==> config.mk <==
export PLATFORM = sky130hd
export DESIGN_NAME = oser8_word_feeder
export DESIGN_NICKNAME = d
export VERILOG_FILES = /design/src/rtl/oser8_word_feeder.sv
export SDC_FILE = /design/constraint.sdc
export NUM_CORES = 1
export LEC_CHECK = 0
export ABC_AREA = 1
export BUFFER_PORTS_ARGS = -buffer_cell sky130_fd_sc_hd__buf_2
export CAP_MARGIN = 20
export CELL_PAD_IN_SITES_DETAIL_PLACEMENT = 1
export CELL_PAD_IN_SITES_GLOBAL_PLACEMENT = 1
export CORE_MARGIN = 4
export CORE_UTILIZATION = 32
export CTS_BUF_LIST = sky130_fd_sc_hd__clkbuf_4
export DETAILED_ROUTE_END_ITERATION = 8
export PLACE_DENSITY = 0.58
export SYNTH_ARGS = -nofsm -noshare
export SYNTH_HDL_FRONTEND = slang
export SYNTH_SLANG_ARGS = --single-unit
==> constraint.sdc <==
create_clock -name clk_i -period 3.65 [get_ports clk_i]
set_input_delay 0.5475 -clock clk_i [delete_from_list [all_inputs] [get_ports clk_i]]
set_output_delay 0.5475 -clock clk_i [all_outputs]
set_load 0.005 [all_outputs]
==> src/rtl/oser8_word_feeder.sv <==
`default_nettype none
// ============================================================================
// oser8_word_feeder : FCLK/4 PCLK generator and word FIFO feeding OSER8 D0..D7
// Rev 1.0
// ============================================================================
module oser8_word_feeder #(
   parameter int unsigned DEPTH     = 4,
   parameter logic [7:0]  IDLE_WORD = 8'h55
) (
   input  logic                    clk_i,
   input  logic                    nrst_i,
   input  logic                    clr_i,
   input  logic                    enable_i,
   input  logic [7:0]              in_data_i,
   input  logic                    in_valid_i,
   output logic                    in_ready_o,
   output logic                    pclk_o,
   output logic [7:0]              d_o,
   output logic                    active_o,
   output logic                    load_o,
   output logic [$clog2(DEPTH):0]  level_o,
   output logic [7:0]              underrun_o
);

   localparam int unsigned AW = $clog2(DEPTH);
   localparam logic [AW:0] FULL_LEVEL = (AW+1)'(DEPTH);

   logic [1:0]  phase_q, phase_d;
   logic [AW:0] wr_ptr_q, wr_ptr_d;
   logic [AW:0] rd_ptr_q, rd_ptr_d;
   logic [7:0]  word_q, word_d;
   logic        active_q, active_d;
   logic        load_q, load_d;
   logic [7:0]  underrun_q, underrun_d;
   logic [7:0]  mem_q [DEPTH];

   logic [AW:0] level;
   logic        empty;
   logic        full;
   logic        load_ev;
   logic        push;
   logic        pop;

   assign level   = wr_ptr_q - rd_ptr_q;
   assign empty   = (level == '0);
   assign full    = (level == FULL_LEVEL);
   // Load happens on the edge where phase wraps 3->0, i.e. the PCLK falling edge.
   assign load_ev = (phase_q == 2'd3);
   assign push    = in_valid_i && !full && !clr_i;
   assign pop     = load_ev && enable_i && !empty && !clr_i;

   always_comb begin
      phase_d    = phase_q + 2'd1;
      wr_ptr_d   = wr_ptr_q;
      rd_ptr_d   = rd_ptr_q;
      word_d     = word_q;
      active_d   = active_q;
      load_d     = load_ev;
      underrun_d = underrun_q;

      if (push) wr_ptr_d = wr_ptr_q + 1'b1;
      if (pop)  rd_ptr_d = rd_ptr_q + 1'b1;

      if (load_ev) begin
         word_d   = pop ? mem_q[rd_ptr_q[AW-1:0]] : IDLE_WORD;
         active_d = pop;
         if (enable_i && empty && !clr_i && (underrun_q != 8'hFF))
            underrun_d = underrun_q + 8'd1;
      end

      // Flush leaves phase and the output word path alone so PCLK never glitches.
      if (clr_i) begin
         wr_ptr_d   = '0;
         rd_ptr_d   = '0;
         underrun_d = '0;
      end
   end

   always_ff @(posedge clk_i or negedge nrst_i) begin
      if (!nrst_i) begin
         phase_q    <= 2'd0;
         wr_ptr_q   <= '0;
         rd_ptr_q   <= '0;
         word_q     <= IDLE_WORD;
         active_q   <= 1'b0;
         load_q     <= 1'b0;
         underrun_q <= 8'd0;
      end else begin
         phase_q    <= phase_d;
         wr_ptr_q   <= wr_ptr_d;
         rd_ptr_q   <= rd_ptr_d;
         word_q     <= word_d;
         active_q   <= active_d;
         load_q     <= load_d;
         underrun_q <= underrun_d;
      end
   end

   always_ff @(posedge clk_i) begin
      if (push) mem_q[wr_ptr_q[AW-1:0]] <= in_data_i;
   end

   assign in_ready_o = !full;
   assign pclk_o     = phase_q[1];
   assign d_o        = word_q;
   assign active_o   = active_q;
   assign load_o     = load_q;
   assign level_o    = level;
   assign underrun_o = underrun_q;

endmodule
`default_nettype wire
Word-level counts from Yosys, hierarchy flattened
Memories as Yosys holds them, arrays and structs flattened.
Cells that the tools add are included.

storage, ports and cells
  bits in registers = 26
  memory bits (writable) = 32
  input port bits = 13
  output and inout bits = 23
  logic and storage cells = 43
  memories kept = 1

memories
  name   depth  width  read ports  clocked after memory_dff  write ports  RTL line  RTL
  mem_q  4      8      1           0                         1            35        logic [7:0] mem_q [DEPTH];

operators by class
  $add $sub $neg = 5
  equality and inequality tests = 3
  multiplexer cells = 10
  reduce and logical (&&, ||, !) cells = 17

operators with widths
  operator             number
  $mux 8               4
  $mux 3               4
  $add 8x1->8 const B  1
  $logic_and 1x1->1    8
  $ne 8x8->1 const B   1
  $reduce_bool 2->1    4
  $add 3x1->3 const B  2
  $eq 3x3->1 const B   1
  $logic_not 1->1      3
  $logic_not 3->1      1
  $sub 3x3->3          1
  $add 2x1->2 const B  1
  $eq 2x2->1 const B   1
  $mux 1               2
  $reduce_and 2->1     1

Longest topological paths before layout
Gate-level depths: netlist (run 1).

  depth after elaboration = 8
  depth in mapped cells = 11
  depth with buffers taken out = 11

Worst setup path after synthesis (run 1)
OpenSTA, ideal clock, no wires.

  kind = flip-flop to flip-flop
  start = register wr_ptr_q[0]
  end = memory mem_q[0][0], enable pin
  setup time = 371 ps
  data arrival time = 1951 ps
  required time = 3279 ps
  slack = 1329 ps
  stages on the path, launching flop included = 11
  buffers on the path = 0
  clock period less this slack = 2321 ps
  cells stage by stage = dfrtp_1 > inv_1 > ha_1 > fa_1 > inv_1 > nand2_1 > nand2_1 > nand2_1 > nand3_2 > nand3_1 > nor2_1

on the way
  cells in the longest elaborated chain, start to end = 7

RTL lines
  item                             RTL line  RTL
  from (decl)                      29        logic [AW:0] wr_ptr_q, wr_ptr_d;
  from (signal assigned)           90        wr_ptr_q <= wr_ptr_d;
  $sub 3x3->3                      44        assign level = wr_ptr_q - rd_ptr_q;
  $eq 3x3->1                       46        assign full = (level == FULL_LEVEL);
  $logic_not 1->1                  --
  via in_ready_o                   16        output logic in_ready_o,
  $logic_and 1x1->1 (2 in series)  49        assign push = in_valid_i && !full && !clr_i;
  $mux 1                           100       if (push) mem_q[wr_ptr_q[AW-1:0]] <= in_data_i;
  $mux 1 (not written as such)     100
  to (decl)                        35

The timed path passes the listed nets, and every way through them passes these cells.

Worst setup path in the final report (run 1)
  start = register wr_ptr_q[0]
  end = memory mem_q[3][0], enable pin

on the way
  cells in the longest elaborated chain, start to end = 7

RTL lines
  item                             RTL line
  $sub 3x3->3                      44
  $eq 3x3->1                       46
  $logic_not 1->1                  49
  $logic_and 1x1->1 (2 in series)  49
  $mux 1                           100
  $mux 1 (not written as such)     100

Parallel ways exist; a longest one is shown, timed or not.

==> flow_summary.ini, run 1 <==
[logic_synthesis]
synthMuxAreaShare_pct = 0
synth_area_leader_cell = edfxtp_1
ys.warnings.count = 0
syn_nets = 307
ys_async_sr_fraction_pct = 44.8
synth_simple_gate_area_share_pct = 26.3
synth.area.top_cells = edfxtp_1 (35%), dfrtp_1 (20%), nand2_1 (11%)
synth_seq_area_share_pct = 58.8
post_synth.cell_area_avg_um2 = 9.64
synth_top_area_share_pct = 35.0
syn_inst = 285
synth_xor_area_share_pct = 1.59
synth_common_cells = nand2_1 (82), inv_1 (35), nand3_1 (34)
synth_top_flop_cell = edfxtp_1
synth-compound-area-share_pct = 2.19
ys_ff_latch = 58
synth_edf_count = 32
synth_adder_area_share_pct = 4.37
synth.distinct_cells = 26
syn_area_mm2 = 0.00275
synth_top_family_by_area = simple AND/OR/NAND/NOR gates
synth_most_common_cell = nand2_1

[setup_path]
critPathSlowestCell = nor2_1
cp_max_fo = 8
path_cells = inv_1 -> ha_1 -> fa_1 -> inv_1 -> nand2_1 -> nand2_1 -> nand2_1 -> nand3_2 -> nand3_1 -> nor2_1
critPathCaptureType = flop
start_kind = flop
r2r-start = wr_ptr_q[0]
slowest_delay_ps = 610
critPathArrivalTime_ps = 2810
cpMostUsedCell = nand2_1
worst-setup-path-type = reg -> reg
r2r_setup_slack_ps = 860
r2r_end = mem_q[3][0]
crit_end = mem_q[3][0]
crit_start = wr_ptr_q[0]
r2r_cells = 10
worstPathRequired_ps = 3670

[die]
floorplan.initialDensity_pct = 33.1
io_pins = 36
rows = 33
die_h_um = 101
coreArea_mm2 = 0.00830
fp.dieArea_mm2 = 0.0101
dieWidth_um = 101

[sta]
worst_slew_pin_slew_ps = 737
final_hold_viol_count = 0
setup_tns_ps = 0
setup_viol = 0
slew_viol_final = 0
period_share_pct = 76.4
skew_ps = 13.2
finalCriticalPeriod_ps = 2790
timing.slew.headroom_pct = 50.7
max_freq_ghz = 0.359
rsz0062_at_grt = no

[routing]
drtIter0Drc = 93
drt_pass1_iterations = 4
post_drt_wl_per_cell_um = 15.2
drcViolationCount = 0
antenna_left = 0
wirelength_um = 6600
vias = 2047
via_per_inst = 4.72

[clocking]
clk_pin_slew_ps = 100
ctsLongestPathBuffers = 2
cts_buffers = 9
cts_tree = yes
htreeDepth = 3
cts_sinks = 58
cts_setup_buffers = 0
root_buffer = clkbuf_4
cts_hold_buf = 0
clk_latency_ps = 390
cts_resized = 0

[placed_design]
portBuffers = 35
dpl.hpwl_um = 4830
gp_congestion = 0.717

[final_layout]
drive_gt1_share_pct = 20.7
antenna_cells = 0
areaGrowthSynthToFinish_pct = 13.8
finish.net_count = 346

[global_route]
grt_pass1_wl_um = 11200
grtUsageTotal_pct = 14.6
antenna_found_initial = 0
grt_overflow = 0
grt_pass1_vias = 2168
grt_max_degree = 37

[worst_hold_path]
min_path_type = in -> async

[flow_run]
cap_violations = 0

[power_and_ir_drop]
power_w = 0.00122
powerDensity_mw_per_mm2 = 390
p_leak_nw = 1.49
peakVddDrop_uv = 182

[outcome]
status = finished clean
## layout by cell type (no fill, tap or decap)
master / synthesis / layout
a21oi_1: 1 / 1
buf_2: 7 / 35
buf_4: 0 / 2
clkbuf_4: 0 / 10
clkinv_1: 0 / 1
clkinv_2: 0 / 3
clkinvlp_4: 0 / 2
dfrtp_1: 22 / 22
dfstp_2: 4 / 4
edfxtp_1: 32 / 32
fa_1: 1 / 1
ha_1: 8 / 8
inv_1: 35 / 35
inv_2: 1 / 1
nand2_1: 82 / 82
nand2_2: 1 / 1
nand3_1: 34 / 34
nand3_2: 2 / 2
nand3_4: 1 / 1
nand4_1: 14 / 14
nor2_1: 17 / 17
nor2_2: 2 / 2
nor2_4: 1 / 1
o211ai_1: 4 / 4
o21ai_0: 4 / 4
o21ai_1: 1 / 1
or2_2: 4 / 4
xnor2_1: 1 / 1
xor2_1: 4 / 4
## kinds of logic (layout without fill, tap and decap cells)
family	after synthesis	count (layout)
buffers and inverters	45	89
flip-flops	58	58
XOR/XNOR	5	5
adder cells (fa/ha/maj)	9	9
AND/OR/NAND/NOR	158	158
AO/OA/AOI/OAI	10	10
## worst min-delay path by stage
stage               depth (start not counted)          end  startpoint  slack (ps)
floorplan                                   0     active_o      nrst_i         250
global placement                            1   phase_q[0]  phase_q[0]         410
detailed placement                          1   phase_q[0]  phase_q[0]         450
CTS                                         1  wr_ptr_q[2]      nrst_i         170
global route                                1  wr_ptr_q[2]      nrst_i         180
finish                                      1  wr_ptr_q[2]      nrst_i         160
## per-stage QoR
stage	cell area (um2)	utilization, %	std cells	setup WS, ps	hold WS [ps]
after global routing	3130	37.7	434	652	184
after global placement	3020	36.4	418	1000	409
final	3130	37.7	434	861	155
after floorplan	2750	-	285	1330	252
after CTS	3130	37.7	434	832	165
after detailed placement	3020	36.4	418	856	447
## state kept, by name, summed over array words and instances (netlist names)
| name | flops |
|---|---|
| active_o | 1 |
| d_o | 8 |
| rd_ptr_q | 3 |
| wr_ptr_q | 3 |
| mem_q | 32 |
| phase_q | 2 |
| underrun_o | 8 |
| load_o | 1 |
## layout make-up
| cell class | instances | area, um2 |
|---|---|---|
| fillers | 982 | 5170 |
| flip-flops and latches | 58 | 1620 |
| multi-input cells | 182 | 946 |
| repair buffers | 37 | 190 |
| inverters | 36 | 135 |
| well taps | 105 | 131 |
| clock buffers | 10 | 75.1 |
| clock inverters | 6 | 33.8 |
## per-layer routing
metal | share of wire (%) | routed length (um) | global-route usage (%) | vias up
met4 | 2.0 | 134 | 5.60 | 0
met3 | 3.4 | 224 | 3.94 | 14
met5 | 0 | 0 | 0 | -
met1 | 47 | 3070 | 18.9 | 982
li1 | - | - | - | 1018
met2 | 48 | 3170 | 23.2 | 33
## power by group
group | total (W) | switching [W] | internal, W
clock | 0.000389 | 0.000248 | 0.000142
combinational | 0.000111 | 0.0000772 | 0.0000342
sequential | 0.000719 | 0.00000759 | 0.000711
total | 0.00122 | 0.000332 | 0.000887
## worst max-delay path: cells and delay by family, from the launching register on
kind,cells,cell delay (ps)
and+or+nand+nor,6,1150
adders and majority gates,2,640
DFF,1,410
buffers and inverters,2,230
Power figures use the tool's default switching activity.
==> inputs of run 2 (changes only) <==
clock period = 2.6 ns   (was 3.65 ns; I/O delays follow)
==> run 2 against run 1 <==
Setup slack got worse by 700 ps. Sequential cell count unchanged. Sequential power rose by 40%. Core utilization increased by 1.4 points. Critical endpoint is now level_o[2]. Non-clock buffer count grew 9. Highest routed layer unchanged.
==> flow_summary.ini, run 2 (synthesis results as in run 1) <==
[final_layout]
final_common_cell = nand2_1
antenna_cells = 0
stdcell_area_mm2 = 0.00324
drive_gt1_share_pct = 24.0
finish.net_count = 355
largest_reg_flops = 32
fin_cells = 443
areaGrowthSynthToFinish_pct = 18.0
layout_common_cells = nand2_1 (80), buf_2 (35), inv_1 (33), nand3_1 (33), edfxtp_1 (32)
post-route-util_pct = 39.1

[die]
dieWidth_um = 101
fp.dieArea_mm2 = 0.0101
coreArea_mm2 = 0.00830
floorplan.initialDensity_pct = 33.1
die_h_um = 101
io_pins = 36
rows = 33

[worst_hold_path]
min_path_type = in -> reg
hold_depth = 2
hp-start = clr_i

[setup_path]
critical_path_buf_inv_count = 4
worstPathRequired_ps = 2210
cp_max_fo = 4
cp_top_family = adder cells
path_cells = inv_2 -> ha_1 -> fa_2 -> inv_1 -> nand2_1 -> nand2_1 -> nand2_2 -> nand2_2 -> inv_1 -> buf_2
critPathSlowestCell = dfrtp_1
crit_start = wr_ptr_q[0]
slowest_delay_ps = 390
worst-setup-path-type = reg -> out
critPathArrivalTime_ps = 2050
start_kind = flop
cp.depth = 10
critPathCaptureType = output pin
r2r-start = wr_ptr_q[0]
r2r_cells = 11

[sta]
finalCriticalPeriod_ps = 2440
worst_slew_pin_slew_ps = 643
max_freq_ghz = 0.411
slew_viol_final = 0
final_hold_viol_count = 0
fin_ws_ps = 165
hold-worst-slack_ps = 201
setup_viol = 0
timing.slew.headroom_pct = 57.1
skew_ps = 21.1
period_share_pct = 93.7

[clocking]
root_buffer = clkbuf_4
cts_buffers = 9
htreeDepth = 3
clk_pin_slew_ps = 120
cts_tree = yes
clk_latency_ps = 400
cts_sinks = 58
ctsLongestPathBuffers = 2

[power_and_ir_drop]
p_leak_nw = 1.55
peakVddDrop_uv = 279
powerDensity_mw_per_mm2 = 566

[global_route]
grt_pass1_wl_um = 11400
antenna_found_initial = 0
grt_max_degree = 37
grt_overflow = 0
grt_pass1_vias = 2123
grtUsageTotal_pct = 15.0

[routing]
drt_pass1_iterations = 4
drtIter0Drc = 55
via_per_inst = 4.60
wirelength_um = 6910
post_drt_wl_per_cell_um = 15.6
antenna_left = 0
drcViolationCount = 0
vias = 2037

[placed_design]
gp_congestion = 0.723
placed_cells = 423
post-place-ws_ps = 45.7
dpl.hpwl_um = 5100
placedInstanceArea_mm2 = 0.00306
portBuffers = 35

[flow_run]
cap_violations = 0

[outcome]
status = finished clean
run 2: changes by cell type in the layout (fill, tap and decap cells not counted), sizes merged:
cell         before  now
buf              37   45
bufinv            0    1
clkinvlp          2    1
dlygate4sd3       0    1
run 2: timing repair:
action,4_1_cts,5_1_grt
hold endpoints to repair,6,0
endpoints found under the setup margin,3,11
cloned,0,0
gates resized for setup,0,7
setup buffers,1,2
hold buffers,1,0
pin swaps,0,1
run 2: layout make-up:
| type | count | area (um2) |
|---|---|---|
| fillers | 985 | 5060 |
| repair buffers | 46 | 260 |
| clock buffers | 10 | 75.1 |
| inverters | 36 | 135 |
| multi-input cells | 182 | 966 |
| clock inverters | 6 | 58.8 |
| well taps | 105 | 131 |
| flip-flops and latches | 58 | 1620 |
run 2: worst paths after layout:
kind,to,slack (ps)
min in group asynchronous,wr_ptr_q[2],530
max reg2reg,mem_q[0][2],160
min,active_o,200
max,level_o[2],160
min reg2reg,phase_q[0],440
max in group asynchronous,d_o[3],1640
run 2: where the power goes:
group | switching, W | leakage [nW] | internal, W
clock network | 0.000353 | 0.0715 | 0.000298
registers | 0.0000113 | 0.633 | 0.000998
logic | 0.000115 | 0.847 | 0.0000603
total | 0.000479 | 1.55 | 0.00136
run 2: per-stage QoR:
stage | setup TNS, ps | total power, W
finish | 0 | 0.00184
global route | -5.87 | 0.00194
CTS | 0 | 0.00185
detailed placement | 0 | 0.00120
global placement | 0 | 0.00119
floorplan | 0 | 0.00113
run 2: layer usage:
layer	vias to the layer above	wire (um)	part of all wire [%]	track usage [%]
li1	1032	-	-	-
met1	962	3220	47	20.4
met2	36	3300	48	23.6
met3	7	291	4.2	2.56
met4	0	99	1.4	6.53
met5	-	0	0	0
run 2: worst register-to-register path, cell delays in order, from the launching register on:
cell and delay, ps:
dfrtp_1 390, inv_2 70, ha_1 210, fa_2 370, inv_1 100, nand2_1 80, nand2_1 90, nand2_2 80
nand3_4 100, nand3_1 180, nor2_1 250, buf_4 200
